**config.mk**
```make
export PLATFORM = sky130hd
export DESIGN_NAME = instr_fetch_queue
export DESIGN_NICKNAME = d
export VERILOG_FILES = /design/src/rtl/instr_fetch_queue.sv
export SDC_FILE = /design/constraint.sdc
export NUM_CORES = 1
export LEC_CHECK = 0
export CELL_PAD_IN_SITES_DETAIL_PLACEMENT = 1
export CELL_PAD_IN_SITES_GLOBAL_PLACEMENT = 2
export CORE_MARGIN = 3
export CORE_UTILIZATION = 41
export CTS_BUF_LIST = sky130_fd_sc_hd__clkbuf_16
export CTS_CLUSTER_SIZE = 30
export DETAILED_ROUTE_END_ITERATION = 16
export GPL_ROUTABILITY_DRIVEN = 0
export PLACE_DENSITY = 0.9
export SLEW_MARGIN = 25
export SYNTH_ARGS = -nofsm -noshare
export SYNTH_HDL_FRONTEND = slang
export SYNTH_SLANG_ARGS = --single-unit
```
**constraint.sdc**
```tcl
create_clock -name clk -period 2.19 [get_ports clk]
set_input_delay 0.5475 -clock clk [delete_from_list [all_inputs] [get_ports clk]]
set_output_delay 0.5475 -clock clk [all_outputs]
set_load 0.02 [all_outputs]
```
**src/rtl/instr_fetch_queue.sv**
```systemverilog
// instr_fetch_queue: assembles 16-bit instructions from a high-byte-first byte
// stream and buffers them in a DEPTH-entry FIFO with a valid/ready output port.
// Optional build macro FETCH_DROP_NOP_EN: discard assembled opcode-0 instructions.
module instr_fetch_queue #(
   parameter  int unsigned DEPTH = 4,
   localparam int unsigned CW    = $clog2(DEPTH) + 1
) (
   input  logic          clk,
   input  logic          rst_n,
   input  logic          ena,
   input  logic          flush,
   input  logic [7:0]    byte_in,
   input  logic          byte_valid,
   output logic          byte_ready,
   output logic [15:0]   instr_out,
   output logic          instr_valid,
   input  logic          instr_ready,
   output logic [CW-1:0] count,
   output logic          illegal
);

   localparam int unsigned AW = $clog2(DEPTH);

   typedef enum logic {PH_HI = 1'b0, PH_LO = 1'b1} phase_t;

   phase_t        phase_q, phase_d;
   logic [7:0]    hi_hold_q;
   logic [15:0]   mem_q [DEPTH];
   logic [AW-1:0] wr_ptr_q, rd_ptr_q;
   logic [CW-1:0] count_q;
   logic          illegal_q;

   logic          full, empty;
   logic          byte_take, hi_load, word_done;
   logic          drop, push, pop;
   logic [15:0]   assembled;

   assign full      = (count_q == CW'(DEPTH));
   assign empty     = (count_q == CW'(0));
   assign byte_take = byte_valid && byte_ready;
   assign assembled = {hi_hold_q, byte_in};

`ifdef FETCH_DROP_NOP_EN
   assign drop = (assembled[15:12] == 4'h0);
`else
   assign drop = 1'b0;
`endif

   assign push = word_done && !drop;
   assign pop  = instr_valid && instr_ready && !flush;

   // Phase state register
   always_ff @(posedge clk or negedge rst_n) begin
      if (!rst_n) phase_q <= PH_HI;
      else        phase_q <= phase_d;
   end

   // Phase next state: toggle on every accepted byte, flush returns to HI
   always_comb begin
      phase_d = phase_q;
      if (flush)
         phase_d = PH_HI;
      else if (byte_take)
         phase_d = (phase_q == PH_HI) ? PH_LO : PH_HI;
   end

   // Phase outputs: byte acceptance and which half of the word is landing
   always_comb begin
      byte_ready = 1'b0;
      hi_load    = 1'b0;
      word_done  = 1'b0;
      byte_ready = ena && !flush && ((phase_q == PH_HI) || !full);
      if (byte_take) begin
         hi_load   = (phase_q == PH_HI);
         word_done = (phase_q == PH_LO);
      end
   end

   // High-byte holding register
   always_ff @(posedge clk or negedge rst_n) begin
      if (!rst_n)       hi_hold_q <= 8'h00;
      else if (flush)   hi_hold_q <= 8'h00;
      else if (hi_load) hi_hold_q <= byte_in;
   end

   // FIFO storage (no reset needed, contents gated by count)
   always_ff @(posedge clk) begin
      if (push) mem_q[wr_ptr_q] <= assembled;
   end

   // FIFO pointers, occupancy and sticky illegal flag
   always_ff @(posedge clk or negedge rst_n) begin
      if (!rst_n) begin
         wr_ptr_q  <= '0;
         rd_ptr_q  <= '0;
         count_q   <= '0;
         illegal_q <= 1'b0;
      end else if (flush) begin
         wr_ptr_q  <= '0;
         rd_ptr_q  <= '0;
         count_q   <= '0;
         illegal_q <= 1'b0;
      end else begin
         if (push) wr_ptr_q <= wr_ptr_q + AW'(1);
         if (pop)  rd_ptr_q <= rd_ptr_q + AW'(1);
         case ({push, pop})
            2'b10:   count_q <= count_q + CW'(1);
            2'b01:   count_q <= count_q - CW'(1);
            default: count_q <= count_q;
         endcase
         if (word_done && assembled[15]) illegal_q <= 1'b1;
      end
   end

   assign instr_valid = ena && !empty;
   assign instr_out   = empty ? 16'h0000 : mem_q[rd_ptr_q];
   assign count       = count_q;
   assign illegal     = illegal_q;

endmodule

```
## After elaboration in Yosys (flattened, before gate mapping)

Memories as Yosys holds them, arrays and structs flattened.
Cells that the tools add are included.

| word-level totals | value |
|---|---|
| flip-flop bits (word level) | 17 |
| RAM bits | 64 |
| input bits | 14 |
| output and inout bits | 22 |
| logic and storage cells | 51 |
| memories | 1 |

Memories:

| name | depth | width | read ports | clocked after Yosys merged registers in | write ports | line | source |
|---|---|---|---|---|---|---|---|
| mem_q | 4 | 16 | 1 | 0 | 1 | 28 | `logic [15:0] mem_q [DEPTH];` |

| operators by class | value |
|---|---|
| $add $sub $neg | 4 |
| eq/ne operators | 3 |
| mux-type cells | 18 |
| bitwise operators | 1 |
| reductions and logical operators | 18 |

Operators with widths:

| operator | number |
|---|---|
| 16-bit 2-to-1 mux | 1 |
| 8-bit 2-to-1 mux | 2 |
| 2-bit nonzero test | 5 |
| 1-bit 2-to-1 mux | 9 |
| 2-bit 2-to-1 mux | 4 |
| 1-bit logical AND | 7 |
| 3-bit one-hot mux with 2 select lines | 1 |
| 2-bit by 1-bit adder with 2-bit output (second input constant) | 2 |
| 3-bit by 1-bit adder with 3-bit output (second input constant) | 1 |
| 3-bit == test (second input constant) | 1 |
| 1-bit logical NOT | 3 |
| 3-bit logical NOT | 1 |
| 3-bit 2-to-1 mux | 1 |
| 3-bit nonzero test | 1 |
| 3-bit by 1-bit subtractor with 3-bit output (second input constant) | 1 |
| 2-bit by 1-bit == test with 1-bit output (second input constant) | 1 |
| 2-bit == test (second input constant) | 1 |
| 1-bit logical OR | 1 |
| 1-bit NOT | 1 |

## Longest topological paths before layout

Gate-level depths: netlist of run 1.

| depth | value |
|---|---|
| depth after elaboration | 9 |
| depth in mapped cells | 9 |
| gate-level depth less buffers | 9 |

## Worst setup path before layout of run 1

Ideal clock, no wire load.

| timing | value |
|---|---|
| kind | input port to flip-flop |
| start point | in flush |
| end point | reg count_q[2], in the netlist count[2] |
| setup time | 0.133 ns |
| data arrival time | 2.061 ns |
| required time | 2.057 ns |
| path slack | -0.004 ns |
| stages | 9 |
| buffers on the path | 2 |
| cell sequence | clkbuf_1 -> clkbuf_1 -> nor2_1 -> and2_1 -> fa_1 -> inv_1 -> o211a_1 -> o21ai_0 -> nor3b_2 |

| on the way | value |
|---|---|
| longest elaborated chain between the ends | 8 |
| elaborated cells on any way between the ends | 11 |
| classes of those cells | eq/ne: 2; mux: 3; reduce/logical: 6 |

Ends and longest elaborated chain:

| what | line | source |
|---|---|---|
| from (decl) | 11 | `input logic flush,` |
| 1-bit logical NOT | 50, 72 |  |
| 1-bit logical AND (2 in a row) | 72 | `byte_ready = ena && !flush && ((phase_q == PH_HI) \|\| !full);` |
| 1-bit logical AND | 40 | `assign byte_take = byte_valid && byte_ready;` |
| 1-bit 2-to-1 mux | 73 | `if (byte_take) begin` |
| 2-bit by 1-bit == test with 1-bit output / 2-bit == test (equally long branches) | 106 | `case ({push, pop})` |
| 3-bit one-hot mux with 2 select lines | 106 |  |
| 3-bit 2-to-1 mux | 98 | `end else if (flush) begin` |
| to (signal assigned) | 107 | `2'b10: count_q <= count_q + CW'(1);` |
| to (signal assigned) | 108 | `2'b01: count_q <= count_q - CW'(1);` |
| to (signal assigned) | 109 | `default: count_q <= count_q;` |
| to (decl) | 30 | `logic [CW-1:0] count_q;` |

Several ways; a longest one is shown, not always the timed one.
A chain may end at the register's enable or synchronous reset.

## Final worst setup path of run 1

| timing | value |
|---|---|
| start point | reg rd_ptr_q[0] |
| end point | out instr_out[7] |

| on the way | value |
|---|---|
| longest elaborated chain between the ends | 2 |

Ends and longest elaborated chain:

| what | line | source |
|---|---|---|
| from (decl) | 29 | `logic [AW-1:0] wr_ptr_q, rd_ptr_q;` |
| from (signal assigned) | 105 | `if (pop) rd_ptr_q <= rd_ptr_q + AW'(1);` |
| memory read 4 x 16 bit | - |  |
| 16-bit 2-to-1 mux | 116 | `assign instr_out = empty ? 16'h0000 : mem_q[rd_ptr_q];` |
| to (decl) | 15 | `output logic [15:0] instr_out,` |

No other way between the ends.

==> results.cfg, run 1 <==
[outcome]
status = finished, violations left
failed_checks = setup timing

[cells_and_area]
syn2layout_area_growth_pct = 31.79
register_area_sq_um = 2349
post-route-util = 0.5671
diodes = 0
multi_input_area_sq_um = 1044
final_nets = 279
final_cell_count_no_fill = 367
filler_cell_count = 752
final_layout_size_suffix_gt1_frac = 0.3623

[power]
powerDensity_nw_per_um2 = 766.9
power.total_w = 0.003413
p_leak_nw = 1.649
ir_worst_vdd_mv = 0.4613

[logic_synthesis]
synth_edf_count = 64
synth_nets = 213
post_synth.cell_area_avg_sq_um = 17.41
cell_area_after_synthesis_sq_um = 3377
netlist_top_cells_area = sky130_fd_sc_hd__edfxtp_1, sky130_fd_sc_hd__dfrtp_1, sky130_fd_sc_hd__mux4_2
yosysWarnings = 0
postSynthCellCount = 194
yosys_register_bits = 81
post_synth_num_cell_types = 34
fraction_of_synthesized_cell_area_taken_by_the_top_area_cell_type = 0.5691
synth_area_leader_cell = sky130_fd_sc_hd__edfxtp_1
sequential_element_share_of_the_synthesized_area = 0.6951
synth-main-ff-cell = sky130_fd_sc_hd__edfxtp_1
postSynth.asyncResetShare = 0.2099

[clock_network]
clock_sink_count = 81
clk_root_buffer_cell = sky130_fd_sc_hd__clkbuf_16
clkLatencyLatePin_ns = 0.33
cts.htree.levels = 3
cts_inserted_buffers = 9
tritoncts_clock_tree = yes
max-clock-path-buffers = 2
cts.reportedPaths.clkPinSlew_ns = 0.06
ctsHoldBuffers = 0

[worst_setup_path]
worstSetupStartpointType = register
criticalPathCategory = register to output port
r2r-end = count[2]$_DFFE_PN0P_
worstPathMaxFanout = 6
regToRegSetupSlack_ns = 0.15
critical_path_required_ns = 1.64
endpoint_kind = output port
critical_path.cell_chain = buf_12 -> mux4_2 -> nor2b_1 -> buf_4
cpMaxStageDelayCell = sky130_fd_sc_hd__mux4_2
critPathMaxStageDelay_ns = 0.51
worstRegToRegCells = 8
r2r-start = count[1]$_DFFE_PN0P_
timing.critical_path.buf_inv = 2
worstPathArrival_ns = 1.70
worst_path_dominant_cell_family = multiplexers

[route]
finalWirelength_mm = 6.834
detail_route.vias_per_cell = 5.052
post-route-drc-count = 0
detail_route.iter0.violations = 82
ant_nets = 0
route.detailed.wl_per_inst_um = 18.62
num_vias = 1854
dr.pass1.iters = 4

[sta]
timing.slew.headroom = 0.8101
min_period_over_period = 1.026
max_freq_mhz = 445.1
post-route-min-period_ns = 2.247
finalWorstSetupSlack_ns = -0.05668
totalNegativeSetupSlack_ns = -0.5774
finalSetupViolCount = 16
drv_slew = 0
clock-skew-final_ns = 0.005472
setup_repair_after_global_routing_missed_its_margin = true
final_hold_viol_count = 0
max_slew.worst_pin.slew_ns = 0.2833

[floorplanning]
dieWidth_um = 96.76
vertical_die_dimension_um = 96.76
io-pin-count = 36
core.rowCount = 32
start_util = 0.4303
coreArea_sq_um = 7848
die_area_sq_um = 9362

[worst_hold_path]
class_of_the_worst_hold_path = register to register
hold_path_end = mem_q[0][10]$_DFFE_PP_
worstHoldPathCells = 0
timing.hold.worst.start = hi_hold_q[2]$_DFFE_PN0P_

[global_routing]
grt_first_pass_wirelength_mm = 11.20
antenna_found_initial = 0
grt_remaining_overflow = 0
first_global_vias = 2028
grt_max_degree = 18
grt.total_usage = 0.1564

[place]
dpl.hpwl_mm = 4.448
port-buffer-count = 35
dp.cells = 348
detailedPlace.worstSlack_ns = -0.3954

[flow_run]
cap_viol_max_count = 0
sequential cells by signal, indices dropped and copies added, names as in the netlist:
register / flops
wr_ptr_q: 2
phase_q: 1
illegal: 1
count: 3
mem_q: 64
hi_hold_q: 8
rd_ptr_q: 2
how the worst max path moves through the flow:
stage / cells past startpoint / slack (ns) / to / start
after floorplan: 9 / 0.06 / count[2]$_DFFE_PN0P_ / flush
after global placement: 10 / -0.32 / count[2]$_DFFE_PN0P_ / flush
after detailed placement: 10 / -0.40 / count[2]$_DFFE_PN0P_ / byte_valid
after CTS: 5 / -0.13 / instr_out[4] / rd_ptr_q[0]$_DFFE_PN0P_
after global routing: 4 / -0.12 / instr_out[7] / rd_ptr_q[0]$_DFFE_PN0P_
final: 4 / -0.06 / instr_out[7] / rd_ptr_q[0]$_DFFE_PN0P_
cell usage in the layout (no fill, tap or decap), types with 3 or more instances in the layout:
| master | count |
|---|---|
| sky130_fd_sc_hd__buf_6 | 9 |
| sky130_fd_sc_hd__nor2b_4 | 7 |
| sky130_fd_sc_hd__buf_4 | 23 |
| sky130_fd_sc_hd__nor2b_1 | 10 |
| sky130_fd_sc_hd__nor2_1 | 6 |
| sky130_fd_sc_hd__clkbuf_16 | 9 |
| sky130_fd_sc_hd__buf_2 | 7 |
| sky130_fd_sc_hd__a21oi_1 | 3 |
| sky130_fd_sc_hd__clkdlybuf4s50_1 | 14 |
| sky130_fd_sc_hd__buf_12 | 5 |
| sky130_fd_sc_hd__o21ai_0 | 9 |
| sky130_fd_sc_hd__edfxtp_1 | 64 |
| sky130_fd_sc_hd__inv_1 | 5 |
| sky130_fd_sc_hd__nand2b_1 | 11 |
| sky130_fd_sc_hd__and2_1 | 5 |
| sky130_fd_sc_hd__nand2_1 | 10 |
| sky130_fd_sc_hd__dfrtp_1 | 16 |
| sky130_fd_sc_hd__ha_1 | 4 |
| sky130_fd_sc_hd__mux4_2 | 16 |
logic make-up after synthesis:
| family | after synthesis | share of synthesized area |
|---|---|---|
| compound gates | 15 | 0.02927 |
| xor+xnor | 3 | 0.01001 |
| fa+ha+maj | 5 | 0.02075 |
| buf+inv | 11 | 0.01482 |
| flops | 81 | 0.6951 |
| mux | 19 | 0.1175 |
| simple gates | 60 | 0.1126 |
Yosys cell counts, types with 2 or more instances:
| cell | count |
|---|---|
| sky130_fd_sc_hd__mux4_2 | 16 |
| sky130_fd_sc_hd__edfxtp_1 | 64 |
| sky130_fd_sc_hd__a21oi_1 | 3 |
| sky130_fd_sc_hd__o21ai_0 | 9 |
| sky130_fd_sc_hd__nand2_1 | 10 |
| sky130_fd_sc_hd__nor2b_1 | 18 |
| sky130_fd_sc_hd__buf_2 | 3 |
| sky130_fd_sc_hd__clkbuf_1 | 3 |
| sky130_fd_sc_hd__nor3_1 | 2 |
| sky130_fd_sc_hd__ha_1 | 4 |
| sky130_fd_sc_hd__nor3b_2 | 2 |
| sky130_fd_sc_hd__inv_1 | 3 |
| sky130_fd_sc_hd__dfrtp_1 | 17 |
| sky130_fd_sc_hd__and2_1 | 5 |
| sky130_fd_sc_hd__nor2_1 | 6 |
| sky130_fd_sc_hd__nand2b_1 | 11 |
repair_timing:
action / in CTS / in global routing
gates cloned: 1 / 0
pin swaps: 0 / 2
gates resized for setup: 85 / 27
buffers inserted: 1 / 2
setup endpoints to repair: 19 / 18
routing by layer:
layer  global-route usage  wire length, um  part of all wire
met1               0.1822             2868              0.42
met2               0.2792             3651              0.53
met3              0.04398              252             0.037
met4              0.04860               62            0.0091
met5                    0                0                 0
final cells by class:
class | instances | area share
Sequential cell | 81 | 0.5277
Multi-Input combinational cell | 102 | 0.2345
Timing Repair Buffer | 63 | 0.1361
Clock buffer | 9 | 0.05060
Tap cell | 102 | 0.02868
Clock inverter | 7 | 0.01996
Inverter | 3 | 0.002530
where the power goes:
group / switching, W / internal [W] / leakage (nW) / total, W
combinational: 0.0000890 / 0.0000844 / 0.685 / 0.000173
clock: 0.000558 / 0.000989 / 0.158 / 0.00155
sequential: 0.0000162 / 0.00168 / 0.806 / 0.00169
through the flow:
step                hold slack (ns)  cell area, sq um
floorplan                    0.2519              3378
global placement             0.4992              4066
detailed placement           0.5122              4066
CTS                          0.5222              4383
global route                 0.5472              4451
finish                       0.5209              4451
(Power assumes the default switching activity.)
==> inputs of run 2 (changes only) <==
--- a/config.mk
+++ b/config.mk
@@ -7,7 +7,6 @@
 export LEC_CHECK = 0
 export CELL_PAD_IN_SITES_DETAIL_PLACEMENT = 1
 export CELL_PAD_IN_SITES_GLOBAL_PLACEMENT = 2
-export CORE_MARGIN = 3
 export CORE_UTILIZATION = 41
 export CTS_BUF_LIST = sky130_fd_sc_hd__clkbuf_16
 export CTS_CLUSTER_SIZE = 30
==> run 2 against run 1 <==
The flow still finishes with violations (setup timing). Flip-flop and latch count stayed put. Register-to-register slack hardly changed. Global-route usage is 3.8 points higher. Clock skew rose by 0.0039 ns. Cell count down 0.27%. Routed wire length grew 7.3%. Critical path depth unchanged. Sequential power hardly changed. First-iteration DRC count up 30%.
==> results.cfg, run 2 (synthesized netlist as in run 1, its figures left out) <==
[clock_network]
tritoncts_clock_tree = yes
max-clock-path-buffers = 2
cts.reportedPaths.clkPinSlew_ns = 0.06
cts.htree.levels = 3
cts_inserted_buffers = 9
clock_sink_count = 81
clkLatencyLatePin_ns = 0.33
clk_root_buffer_cell = sky130_fd_sc_hd__clkbuf_16

[floorplanning]
start_util = 0.4303
dieWidth_um = 92.76
core.rowCount = 32
vertical_die_dimension_um = 92.76
io-pin-count = 36
die_area_sq_um = 8603
coreArea_sq_um = 7848

[worst_setup_path]
worstPathArrival_ns = 1.71
endpoint_kind = output port
worst_path_dominant_cell_family = multiplexers
criticalPathCategory = register to output port
cpMaxStageDelayCell = sky130_fd_sc_hd__mux4_2
critical_path.cell_chain = buf_12 -> mux4_2 -> nor2b_1 -> buf_2
worstSetupStartpointType = register
regToRegSetupSlack_ns = 0.16
timing.critical_path.buf_inv = 2
critPathMaxStageDelay_ns = 0.51
worstPathMaxFanout = 5
critical_path_required_ns = 1.64

[cells_and_area]
top_register = mem_q
post-route-util = 0.5607
diodes = 0
syn2layout_area_growth_pct = 30.31
layout.cells.most_common = sky130_fd_sc_hd__edfxtp_1
final_layout_size_suffix_gt1_frac = 0.3636
final_cell_count_no_fill = 366
layout_common_cells = sky130_fd_sc_hd__edfxtp_1, sky130_fd_sc_hd__buf_4, sky130_fd_sc_hd__mux4_2, sky130_fd_sc_hd__dfrtp_1, sky130_fd_sc_hd__clkdlybuf4s50_1
largest_reg_flops = 64
final_nets = 278

[global_routing]
first_global_vias = 2150
most_crowded_layer_gr = met2
met2_routing_resource_usage_after_global_routing = 0.3438
grt_first_pass_wirelength_mm = 11.79
grt_max_degree = 18
met1_usage = 0.2245
globalRouteMet3Util = 0.03284
antenna_found_initial = 0
grt_remaining_overflow = 0
grt.total_usage = 0.1940

[place]
dpl.hpwl_mm = 4.353
dp.cells = 347
port-buffer-count = 35

[sta]
finalSetupViolCount = 16
finalWorstSetupSlack_ns = -0.06792
final_hold_viol_count = 0
max_freq_mhz = 442.9
setup_repair_after_global_routing_missed_its_margin = true
min_period_over_period = 1.031
drv_slew = 0
clock-skew-final_ns = 0.009384
post-route-min-period_ns = 2.258
max_slew.worst_pin.slew_ns = 0.3281
totalNegativeSetupSlack_ns = -0.7604
timing.slew.headroom = 0.7801

[flow_run]
cap_viol_max_count = 0

[route]
dr.pass1.iters = 5
post-route-drc-count = 0
route.detailed.wl_per_inst_um = 20.04
finalWirelength_mm = 7.333
detail_route.vias_per_cell = 5.169
detail_route.iter0.violations = 107
num_vias = 1892
ant_nets = 0

[worst_hold_path]
class_of_the_worst_hold_path = register to register

[power]
powerDensity_nw_per_um2 = 729.9
p_leak_nw = 1.602
ir_worst_vdd_mv = 0.4653

[outcome]
failed_checks = setup timing
status = finished, violations left
## run 2: cell types whose count changed in the layout (fill, tap and decap cells not counted), moves of 2 or more
cell,before,now
sky130_fd_sc_hd__buf_4,23,20
sky130_fd_sc_hd__bufinv_16,2,0
sky130_fd_sc_hd__clkinvlp_4,1,3
sky130_fd_sc_hd__inv_1,5,3
## run 2: stage by stage
stage | cell area, sq um | setup WS [ns] | power, W | hold slack (ns)
floorplan | 3378 | 0.06098 | 0.001791 | 0.2519
global placement | 4071 | -0.3429 | 0.001886 | 0.5003
detailed placement | 4071 | -0.4625 | 0.001894 | 0.5201
CTS | 4343 | -0.1267 | 0.003223 | 0.5369
global route | 4400 | -0.1235 | 0.003311 | 0.5445
finish | 4400 | -0.06792 | 0.003212 | 0.5250
## run 2: metal layers
metal  routed length (um)  share of wire
met1                 2912           0.40
met5                    0              0
met3                  275          0.038
met2                 3944           0.54
met4                  201          0.027
## run 2: power breakdown
group | leakage, nW | switching [W] | internal (W)
logic | 0.669 | 0.0000919 | 0.0000855
registers | 0.806 | 0.0000170 | 0.00168
clock network | 0.126 | 0.000586 | 0.000755
## run 2: final timing paths
check,from,endpoint,cells after the start
min in group asynchronous,rst_n,hi_hold_q[5]$_DFFE_PN0P_,2
worst max-delay path,rd_ptr_q[0]$_DFFE_PN0P_,instr_out[7],4
max in group asynchronous,rst_n,rd_ptr_q[0]$_DFFE_PN0P_,2
worst min register to register,illegal$_DFFE_PN0P_,illegal$_DFFE_PN0P_,2
worst min-delay path,illegal$_DFFE_PN0P_,illegal$_DFFE_PN0P_,2
worst max register to register,count[1]$_DFFE_PN0P_,count[2]$_DFFE_PN0P_,8
## run 2: tightest hold or removal path, stage by stage (launching register included)
cell and delay [ns]:
sky130_fd_sc_hd__dfrtp_1 0.36, sky130_fd_sc_hd__a21oi_1 0.05, sky130_fd_sc_hd__nor2_1 0.08
## run 2: final cells by class
cell class | instances | area [sq um]
Clock buffer | 9 | 225.2
Clock inverter | 7 | 40.04
Fill cell | 752 | 3447
Inverter | 3 | 11.26
Multi-Input combinational cell | 102 | 1047
Sequential cell | 81 | 2349
Tap cell | 102 | 127.6
Timing Repair Buffer | 62 | 600.6
## run 2: what timing repair did
action	CTS	global route
cloned	1	0
pin swaps	2	1
hold buffers	0	0
endpoints found under the setup margin	19	18
resized for setup	85	25
endpoints found under the hold margin	0	0
setup buffers	2	1
==> inputs of run 3 (changes only) <==
==> constraint.sdc (replaced) <==
create_clock -name clk -period 2.1 [get_ports clk]
set_input_delay 0.525 -clock clk [delete_from_list [all_inputs] [get_ports clk]]
set_output_delay 0.525 -clock clk [all_outputs]
set_load 0.02 [all_outputs]
==> run 3 against run 2 <==
First-iteration DRC count is 17% lower. Non-clock buffer count is 3 higher. Total power up 15%. Via count down 1.4%. Critical endpoint is now instr_out[3]. Sequential share of layout area decreased by 0.71 points. Largest power group unchanged. Clock skew increased by 0.0036 ns. Clock power rose by 29%. The flow still finishes with violations (setup timing). Clock-buffer cell count unchanged. Final area increased by 1.4%. Cell count is 0.82% higher. Routed wire length shrank 0.11%. Flip-flop and latch count unchanged.
==> results.cfg, run 3 (synthesized netlist as in run 1, its figures left out) <==
[power]
powerDensity_nw_per_um2 = 824.7
power.internal_w = 0.002889
ir_worst_vdd_mv = 0.4189
power_frac_clock = 0.470
relative_contribution_of_sequential_cells_to_total_power = 0.480
power.share.combinational = 0.050
power.share.switching = 0.2147
p_leak_nw = 1.624
power.total_w = 0.003680
switchingPower_w = 0.0007901

[worst_setup_path]
endpoint_kind = output port
worstPathArrival_ns = 1.73
worstPathMaxFanout = 9
criticalPathCategory = register to output port
critical_path_required_ns = 1.57
worstSetupStartpointType = register

[route]
ant_nets = 0
num_vias = 1865
detail_route.vias_per_cell = 5.054
route.detailed.wl_per_inst_um = 19.85
post-route-drc-count = 0
dr.pass1.iters = 4
finalWirelength_mm = 7.325
detail_route.iter0.violations = 89

[floorplanning]
coreArea_sq_um = 7848
start_util = 0.4303
die_area_sq_um = 8603
dieWidth_um = 92.76
io-pin-count = 36
core.rowCount = 32
vertical_die_dimension_um = 92.76

[outcome]
status = finished, violations left
failed_checks = setup timing

[cells_and_area]
final_nets = 281
diodes = 0
largest_reg_flops = 64
layout_common_cells = sky130_fd_sc_hd__edfxtp_1, sky130_fd_sc_hd__buf_4, sky130_fd_sc_hd__mux4_2, sky130_fd_sc_hd__nor2b_1, sky130_fd_sc_hd__dfrtp_1
syn2layout_area_growth_pct = 32.12
layout.cells.most_common = sky130_fd_sc_hd__edfxtp_1
post-route-util = 0.5686
final_layout_size_suffix_gt1_frac = 0.3708
top_register = mem_q
final_cell_count_no_fill = 369

[sta]
drv_slew = 0
totalNegativeSetupSlack_ns = -2.061
post-route-min-period_ns = 2.258
final.hold.worst_slack_ns = 0.5147
max_slew.worst_pin.slew_ns = 0.3051
finalWorstSetupSlack_ns = -0.1576
final_hold_viol_count = 0
timing.slew.headroom = 0.7944
min_period_over_period = 1.075
clock-skew-final_ns = 0.01295
max_freq_mhz = 442.9
setup_repair_after_global_routing_missed_its_margin = true
finalSetupViolCount = 16

[clock_network]
max-clock-path-buffers = 2
cts.htree.levels = 3
clk_root_buffer_cell = sky130_fd_sc_hd__clkbuf_16
cts_inserted_buffers = 9
clock_sink_count = 81
tritoncts_clock_tree = yes
clkLatencyLatePin_ns = 0.35
cts.reportedPaths.clkPinSlew_ns = 0.07

[place]
dpl.hpwl_mm = 4.513
dp.cells = 349
port-buffer-count = 35

[global_routing]
grt_max_degree = 19
antenna_found_initial = 0
grt.total_usage = 0.1915
grt_remaining_overflow = 0
first_global_vias = 2088
grt_first_pass_wirelength_mm = 11.56

[worst_hold_path]
class_of_the_worst_hold_path = primary input to async pin

[flow_run]
cap_viol_max_count = 0
## run 3: cell count changes in the layout (fill, tap and decap cells not counted), moves of 2 or more
cell                        previous run  this run
sky130_fd_sc_hd__clkinv_2              2         0
sky130_fd_sc_hd__bufinv_16             0         2
sky130_fd_sc_hd__nor2b_1              11        16
sky130_fd_sc_hd__buf_6                10         5
sky130_fd_sc_hd__inv_6                 0         2
sky130_fd_sc_hd__nor2b_4               6         2
sky130_fd_sc_hd__buf_12                6         8
sky130_fd_sc_hd__buf_4                20        25
## run 3: path summary, 6_finish.rpt
kind                                     startpoint                       end  slack [ns]  depth (start not counted)
max                         rd_ptr_q[0]$_DFFE_PN0P_              instr_out[3]       -0.16                          4
min                                           rst_n  hi_hold_q[3]$_DFFE_PN0P_        0.51                          2
max reg2reg                    count[2]$_DFFE_PN0P_      count[2]$_DFFE_PN0P_        0.11                          8
min reg2reg                hi_hold_q[1]$_DFFE_PN0P_     mem_q[0][9]$_DFFE_PP_        0.53                          0
max in group asynchronous                     rst_n   rd_ptr_q[0]$_DFFE_PN0P_        1.35                          2
min in group clk           hi_hold_q[1]$_DFFE_PN0P_     mem_q[0][9]$_DFFE_PP_        0.53                          0
## run 3: power groups by stage
stage | logic (W) | clock network, W | registers, W
after detailed placement | 0.000186 | 0 | 0.00180
after CTS | 0.000181 | 0.00174 | 0.00177
final | 0.000184 | 0.00173 | 0.00177
after global routing | 0.000199 | 0.00180 | 0.00177
after global placement | 0.000179 | 0 | 0.00180
after floorplan | 0.0000735 | 0 | 0.00180
## run 3: layout make-up
cell class,instances,area [sq um]
well taps,102,127.6
inverters,3,11.26
clock inverters,7,101.3
clock buffers,9,225.2
flip-flops and latches,81,2350
multi-input cells,102,1020
fillers,753,3386
repair buffers,65,626.9
## run 3: layer usage
| layer | GRT usage | part of all wire | up-vias |
|---|---|---|---|
| met2 | 0.3401 | 0.55 | 43 |
| met3 | 0.04187 | 0.042 | 18 |
| met1 | 0.2186 | 0.39 | 939 |
| li1 | - | - | 865 |
| met4 | 0.09231 | 0.022 | 0 |
| met5 | 0 | 0 | - |
## run 3: timing repair
item | in CTS | in global routing
endpoints found under the setup margin | 20 | 18
pin swaps | 1 | 2
resized for setup | 80 | 19
hold buffers | 0 | 0
buffers inserted | 1 | 3
gates cloned | 1 | 0
## run 3: through the flow
stage,area [sq um],setup WS [ns]
after floorplan,3387,0.03309
after global placement,4120,-0.3953
after detailed placement,4120,-0.4715
after CTS,4417,-0.2407
after global routing,4462,-0.2213
final,4462,-0.1576
## run 3: worst max-delay path: stages (launching register included)
cell and delay (ns):
sky130_fd_sc_hd__dfrtp_2 0.43, sky130_fd_sc_hd__buf_12 0.16, sky130_fd_sc_hd__mux4_2 0.49, sky130_fd_sc_hd__nor2b_1 0.15, sky130_fd_sc_hd__buf_4 0.15
